`src/rtl/fb_pkg.sv`:
```
// fb_pkg: shared framebuffer geometry and helpers.
//   H_ACTIVE / V_ACTIVE  visible raster size in pixels
//   CELL_LOG2            log2 of the square cell edge
//   GRID_W / GRID_H      cells per row / per column
//   ADDR_W               framebuffer cell address width
//   rgb_t                24-bit {r,g,b} pixel
//   cell_addr()          raster (x,y) to cell address, shared with the write side
package fb_pkg;

    localparam int COORD_W   = 11;
    localparam int CELL_LOG2 = 4;
    localparam int CELL_EDGE = 1 << CELL_LOG2;
    localparam int GRID_W    = 40;
    localparam int GRID_H    = 30;
    localparam int ADDR_W    = 11;

    localparam logic [COORD_W-1:0] H_ACTIVE = 11'd640;
    localparam logic [COORD_W-1:0] V_ACTIVE = 11'd480;

    typedef struct packed {
        logic [7:0] r;
        logic [7:0] g;
        logic [7:0] b;
    } rgb_t;

    // cy*40 + cx built from two shifts so no multiplier is inferred.
    // The shift amounts are tied to GRID_W = 40 = 32 + 8.
    function automatic logic [ADDR_W-1:0] cell_addr(input logic [COORD_W-1:0] x,
                                                    input logic [COORD_W-1:0] y);
        logic [ADDR_W-1:0] cx;
        logic [ADDR_W-1:0] cy;
        cx = ADDR_W'(x >> CELL_LOG2);
        cy = ADDR_W'(y >> CELL_LOG2);
        return (cy << 5) + (cy << 3) + cx;
    endfunction

endpackage

```
`src/rtl/fb_scan_reader_if.sv`:
```
// fb_scan_reader_if: framebuffer read port.
//   fb_rd_en    read strobe            (master -> slave)
//   fb_rd_addr  cell address           (master -> slave)
//   fb_rd_data  {R,G,B}, one clock after the registered request (slave -> master)
interface fb_scan_reader_if;
    import fb_pkg::*;

    logic              fb_rd_en;
    logic [ADDR_W-1:0] fb_rd_addr;
    logic [23:0]       fb_rd_data;

    modport master (output fb_rd_en, output fb_rd_addr, input fb_rd_data);
    modport slave  (input fb_rd_en, input fb_rd_addr, output fb_rd_data);

endinterface

```
`src/rtl/fb_blink_timer.sv`:
```
// fb_blink_timer: frame-start detection and cursor blink phase.
//   CLOCK_50     system clock
//   reset        asynchronous, active-low
//   x_coord      raster x
//   y_coord      raster y
//   frame_start  one-clock pulse when the raster arrives at (0,0)
//   blink_on     cursor visible phase, toggles every BLINK_FRAMES frames
module fb_blink_timer
    import fb_pkg::*;
#(
    parameter int BLINK_FRAMES = 30
) (
    input  logic               CLOCK_50,
    input  logic               reset,
    input  logic [COORD_W-1:0] x_coord,
    input  logic [COORD_W-1:0] y_coord,
    output logic               frame_start,
    output logic               blink_on
);

    localparam int CNT_W = (BLINK_FRAMES > 1) ? $clog2(BLINK_FRAMES) : 1;

    logic             origin;
    logic             prev_origin;
    logic [CNT_W-1:0] frame_cnt;

    assign origin = (x_coord == '0) && (y_coord == '0);

    // prev_origin resets high so coordinates parked at (0,0) during and
    // after reset do not produce a spurious frame_start.
    always_ff @(posedge CLOCK_50 or negedge reset) begin
        if (!reset) begin
            prev_origin <= 1'b1;
            frame_start <= 1'b0;
        end else begin
            prev_origin <= origin;
            frame_start <= origin && !prev_origin;
        end
    end

    always_ff @(posedge CLOCK_50 or negedge reset) begin
        if (!reset) begin
            frame_cnt <= '0;
            blink_on  <= 1'b1;
        end else if (frame_start) begin
            if (frame_cnt == CNT_W'(BLINK_FRAMES - 1)) begin
                frame_cnt <= '0;
                blink_on  <= !blink_on;
            end else begin
                frame_cnt <= frame_cnt + CNT_W'(1);
            end
        end
    end

endmodule

```
`src/rtl/fb_scan_reader.sv`:
```
// fb_scan_reader: framebuffer read side with blinking cursor overlay.
// Three-stage pipeline, one pixel per clock, fixed latency of 3 edges:
//   edge 1  register read request plus valid/cursor-hit sideband
//   edge 2  RAM registers fb_rd_data
//   edge 3  register top_R/G/B (inverted inside the visible cursor box)
// Ports:
//   CLOCK_50             system clock
//   reset                asynchronous, active-low
//   x_coord, y_coord     raster position from the vga block
//   cursor_x, cursor_y   cursor box top-left in pixels
//   cursor_en            enable cursor overlay
//   fb                   framebuffer read port (master)
//   top_R, top_G, top_B  pixel colour toward the vga block
//   frame_start          one-clock pulse at the start of each frame
module fb_scan_reader
    import fb_pkg::*;
#(
    parameter int BLINK_FRAMES = 30
) (
    input  logic                    CLOCK_50,
    input  logic                    reset,
    input  logic [COORD_W-1:0]      x_coord,
    input  logic [COORD_W-1:0]      y_coord,
    input  logic [COORD_W-1:0]      cursor_x,
    input  logic [COORD_W-1:0]      cursor_y,
    input  logic                    cursor_en,
    fb_scan_reader_if.master        fb,
    output logic [7:0]              top_R,
    output logic [7:0]              top_G,
    output logic [7:0]              top_B,
    output logic                    frame_start
);

    logic          active;
    logic          hit;
    logic [11:0]   cur_x_end;
    logic [11:0]   cur_y_end;
    logic          v1, h1, v2, h2;
    logic          blink_on;
    rgb_t          pix_next;

    assign active = (x_coord < H_ACTIVE) && (y_coord < V_ACTIVE);

    // Box ends computed one bit wider so a cursor near the right/bottom
    // edge never wraps around onto column/row 0.
    assign cur_x_end = {1'b0, cursor_x} + 12'(CELL_EDGE);
    assign cur_y_end = {1'b0, cursor_y} + 12'(CELL_EDGE);
    assign hit = (x_coord >= cursor_x) && ({1'b0, x_coord} < cur_x_end) &&
                 (y_coord >= cursor_y) && ({1'b0, y_coord} < cur_y_end);

    always_ff @(posedge CLOCK_50 or negedge reset) begin
        if (!reset) begin
            fb.fb_rd_en   <= 1'b0;
            fb.fb_rd_addr <= '0;
            v1            <= 1'b0;
            h1            <= 1'b0;
            v2            <= 1'b0;
            h2            <= 1'b0;
        end else begin
            fb.fb_rd_en   <= active;
            fb.fb_rd_addr <= cell_addr(x_coord, y_coord);
            v1            <= active;
            h1            <= hit;
            v2            <= v1;
            h2            <= h1;
        end
    end

    // cursor_en and blink_on are sampled at the output stage, not
    // carried down the pipe.
    always_comb begin
        pix_next = '0;
        if (v2) begin
            if (h2 && cursor_en && blink_on) begin
                pix_next = rgb_t'(~fb.fb_rd_data);
            end else begin
                pix_next = rgb_t'(fb.fb_rd_data);
            end
        end
    end

    always_ff @(posedge CLOCK_50 or negedge reset) begin
        if (!reset) begin
            top_R <= '0;
            top_G <= '0;
            top_B <= '0;
        end else begin
            top_R <= pix_next.r;
            top_G <= pix_next.g;
            top_B <= pix_next.b;
        end
    end

    fb_blink_timer #(
        .BLINK_FRAMES (BLINK_FRAMES)
    ) u_blink (
        .CLOCK_50    (CLOCK_50),
        .reset       (reset),
        .x_coord     (x_coord),
        .y_coord     (y_coord),
        .frame_start (frame_start),
        .blink_on    (blink_on)
    );

endmodule

```
`src/flat_wrapper.sv`:
```
// flat-port wrapper written by rule: the top's interface ports become plain ports
module fb_scan_reader_flat import fb_pkg::*;
#(
    parameter int BLINK_FRAMES = 30
)
  (CLOCK_50, reset, x_coord, y_coord, cursor_x, cursor_y, cursor_en, top_R, top_G, top_B, frame_start, fb_fb_rd_en, fb_fb_rd_addr, fb_fb_rd_data);
  fb_scan_reader_if fb_i ();
  input  logic CLOCK_50;
  input  logic reset;
  input  logic [COORD_W-1:0] x_coord;
  input  logic [COORD_W-1:0] y_coord;
  input  logic [COORD_W-1:0] cursor_x;
  input  logic [COORD_W-1:0] cursor_y;
  input  logic cursor_en;
  output logic [7:0] top_R;
  output logic [7:0] top_G;
  output logic [7:0] top_B;
  output logic frame_start;
  output wire logic [$bits(fb_i.fb_rd_en)-1:0] fb_fb_rd_en;
  output wire logic [$bits(fb_i.fb_rd_addr)-1:0] fb_fb_rd_addr;
  input wire logic [$bits(fb_i.fb_rd_data)-1:0] fb_fb_rd_data;
  assign fb_fb_rd_en = fb_i.fb_rd_en;
  assign fb_fb_rd_addr = fb_i.fb_rd_addr;
  assign fb_i.fb_rd_data = fb_fb_rd_data;
  fb_scan_reader #(.BLINK_FRAMES(BLINK_FRAMES)) u_core (.CLOCK_50(CLOCK_50), .reset(reset), .x_coord(x_coord), .y_coord(y_coord), .cursor_x(cursor_x), .cursor_y(cursor_y), .cursor_en(cursor_en), .fb(fb_i), .top_R(top_R), .top_G(top_G), .top_B(top_B), .frame_start(frame_start));
endmodule
```
`config.mk`:
```
export PLATFORM = sky130hd
export DESIGN_NAME = fb_scan_reader_flat
export DESIGN_NICKNAME = d
export VERILOG_FILES = /design/src/rtl/fb_pkg.sv /design/src/rtl/fb_scan_reader_if.sv /design/src/rtl/fb_blink_timer.sv /design/src/rtl/fb_scan_reader.sv /design/src/flat_wrapper.sv
export SDC_FILE = /design/constraint.sdc
export NUM_CORES = 1
export LEC_CHECK = 0
export BUFFER_PORTS_ARGS = -buffer_cell sky130_fd_sc_hd__clkbuf_2
export CAP_MARGIN = 30
export CORE_MARGIN = 3
export CORE_UTILIZATION = 40
export CTS_BUF_LIST = sky130_fd_sc_hd__clkbuf_8
export DETAILED_ROUTE_END_ITERATION = 8
export PLACE_DENSITY = 0.67
export RECOVER_POWER = 25
export SYNTH_ARGS = -nofsm -noshare
export SYNTH_HDL_FRONTEND = slang
export SYNTH_SLANG_ARGS = --single-unit
export TNS_END_PERCENT = 10
```
`constraint.sdc`:
```
create_clock -name CLOCK_50 -period 2 [get_ports CLOCK_50]
set_input_delay 0.4 -clock CLOCK_50 [delete_from_list [all_inputs] [get_ports CLOCK_50]]
set_output_delay 0.4 -clock CLOCK_50 [all_outputs]
set_load 0.02 [all_outputs]
```
==> flow_summary.json <==
{
  "die_w_um": 95.4,
  "drcViolationCount": 0,
  "synth_ff_type": "dfrtp_1",
  "dp.cells": 545,
  "viasPerCell": 4.92,
  "synth-edff-count": 0,
  "synth_area_leader_cell": "dfrtp_1",
  "holdWs_ps": 283,
  "antenna_found_initial": 0,
  "ios": 108,
  "cts_buffers": 5,
  "post-place-ws_ps": -371,
  "synth-seq-cells": 47,
  "worstPathArrival_ps": 2140,
  "relSlewSlack": 0.592,
  "layout.cells.non_filler": 557,
  "cp.required_ps": 2200,
  "power_density_mw_per_mm2": 568,
  "numClockSinks": 47,
  "fin_area_mm2": 0.00439,
  "yosysSeqAreaShare": 0.369,
  "yosysMostFrequentCell": "ha_1",
  "skew_ps": 5.66,
  "area_growth_pct": 37.1,
  "max_freq_mhz": 515,
  "utilization": 0.586,
  "htreeDepth": 2,
  "tns_ps": 0,
  "ys_top_cells_by_area": "dfrtp_1 35%, ha_1 20%, xnor2_1 11%, and2_1 4.7%, inv_1 3.6%",
  "vias": 2739,
  "end_kind": "flop",
  "clk_latency_ps": 290,
  "start_util": 0.427,
  "drv_cap": 0,
  "placed_area_mm2": 0.00415,
  "critical-path-top-delay-family": "compound AO/OA/AOI/OAI gates",
  "rsz0062_at_grt": "yes",
  "syn_area_mm2": 0.00320,
  "grt_pass1_wl_mm": 12.2,
  "fin_ws_ps": 57.4,
  "grt.overflow.total": 0,
  "die_y_um": 95.4,
  "clk_pin_slew_ps": 80,
  "path_max_fanout": 3,
  "grt_util_all_layers": 0.169,
  "drv_slew": 0,
  "row_count": 31,
  "grt_pass1_vias": 2689,
  "synth_commonest_cells": "51 x ha_1, 45 x dfrtp_1, 39 x xnor2_1",
  "period_needed_ps": 1940,
  "hold_viol_final": 0,
  "total_power_mw": 2.49,
  "yosys_warnings": 0,
  "core_area_mm2": 0.00749,
  "period_share": 0.971,
  "status": "complete, no violations",
  "wl_mm": 7.53,
  "drt_first_pass_iters": 4,
  "grt_max_degree": 25,
  "antennaDiodeCount": 0,
  "cpMaxStageDelayCell": "a2111oi_4",
  "dp_hpwl_mm": 6.23,
  "ff2ff_setup_slack_ps": 680,
  "io_buffers": 107,
  "post_synth_num_cell_types": 43,
  "tritoncts": "built",
  "cp_num_buf_inv": 2,
  "path_class": "input pin to flop",
  "wl_per_cell_um": 13.5,
  "drt.antenna.violating_nets": 0,
  "setup.worst_path.start_class": "input pin",
  "ir_drop_mv": 0.245,
  "max_stage_delay_ps": 370,
  "netlist.area_leader.share": 0.352,
  "setup_violations": 0,
  "clockBufferDepth": 2,
  "synth_nets": 435,
  "syn_avg_cell_area_um2": 10.3,
  "dieArea_mm2": 0.00910,
  "p_leak_nw": 2.32,
  "root_buffer": "clkbuf_8",
  "cpMostUsedCell": "buf_6",
  "dr.first_iter.drc_count": 64,
  "drive_gt1_frac": 0.371,
  "async_reset_ff_frac": 1.00,
  "fin_nets": 582,
  "synth_cells": 310,
  "hp-class": "input pin to flop",
  "worst_pin_slew_ps": 611,
  "crit_chain": "buf_6, ha_4, buf_6, xnor2_2, ha_1, a21o_1, a2111oi_4, a21oi_2, nor4b_2",
  "gp_congestion": 0.853
}
-- layout make-up --
class	count	area (um^2)
Fill cell	683	3100
Multi-Input combinational cell	227	2000
Clock buffer	6	82.6
Clock inverter	2	35.0
Inverter	31	116
Timing Repair Buffer	145	851
Sequential cell	47	1180
Tap cell	99	124
-- power breakdown --
group	leakage [nW]	internal [mW]	switching, mW
Clock	0.0612	0.404	0.302
Sequential	0.619	1.01	0.0180
Combinational	1.64	0.365	0.394
-- registers in the layout (all words and copies together) (netlist names) --
register	count
u_core.v2	1
u_core.fb.fb_rd_addr	11
u_core.h1	1
u_core.u_blink.frame_cnt	5
u_core.top_R	8
u_core.h2	1
u_core.u_blink.blink_on	1
u_core.fb.fb_rd_en	1
u_core.u_blink.prev_origin	1
u_core.top_B	8
u_core.u_blink.frame_start	1
u_core.top_G	8
-- worst reg2reg max path: cells and delay by family (launching register included) --
kind	cells	cell delay, ps
fa+ha+maj	1	230
simple gates	2	420
mux	1	160
flops	1	430
-- metal layers --
layer  global-route usage  part of all wire  vias to the layer above
met3               0.0276             0.069                        9
met2                0.285              0.46                       95
met4               0.0498             0.014                        0
li1                     -                 -                     1373
met1                0.223              0.46                     1262
met5                    0                 0                        -
-- cell usage in the layout, fill, tap and decap left out, types with 2 or more instances in the layout --
master	synthesis	final
a21o_1	5	5
a21oi_1	18	14
a21oi_2	0	4
a31oi_1	2	2
and2_1	24	24
and3_1	4	3
and4_1	3	3
buf_4	0	32
buf_6	0	4
buf_8	0	2
clkbuf_1	3	4
clkbuf_2	0	102
clkbuf_8	0	6
dfrtp_1	45	45
dfstp_2	2	2
fa_1	3	2
ha_1	51	48
ha_4	0	2
inv_1	31	31
nand2_1	8	8
nand2b_1	4	4
nand3_1	12	10
nand4_1	2	2
nor2_1	3	3
nor2b_1	2	2
nor3_1	5	5
nor4_1	4	4
o211ai_1	2	2
o21a_1	4	4
o21ai_0	8	8
o21bai_1	2	2
o22ai_1	4	4
xnor2_1	39	36
xnor2_2	0	3
xor2_1	2	2
-- final timing paths --
kind                                                               from  cells past startpoint                                       to
worst max-delay path                                        cursor_y[5]                      9                      u_core.h1$_DFF_PN0_
worst min-delay path                                         x_coord[6]                      1        u_core.fb.fb_rd_addr[2]$_DFF_PN0_
worst max register to register  u_core.u_blink.frame_cnt[0]$_DFFE_PN0P_                      4  u_core.u_blink.frame_cnt[0]$_DFFE_PN0P_
worst min register to register             u_core.fb.fb_rd_en$_DFF_PN0_                      0                      u_core.v2$_DFF_PN0_
max in group asynchronous                                         reset                      3       u_core.fb.fb_rd_addr[10]$_DFF_PN0_
min in group asynchronous                                         reset                      2                u_core.top_G[7]$_DFF_PN0_
-- cell families (layout without fill, tap and decap cells) --
family / Yosys count / after routing / synth area share
flops: 47 / 47 / 0.369
simple gates: 76 / 76 / 0.142
compound gates: 55 / 55 / 0.113
xor+xnor: 41 / 41 / 0.112
mux: 1 / 1 / 0.00313
buf+inv: 36 / 184 / 0.0430
fa+ha+maj: 54 / 54 / 0.218
-- timing repair --
item	CTS	global route
pin swaps	0	13
endpoints found under the hold margin	10	0
setup endpoints to repair	1	2
gates cloned	0	0
buffers inserted	0	3
hold buffers	1	0
resized for setup	2	28
Note: power is estimated with default switching activity, not from simulation.
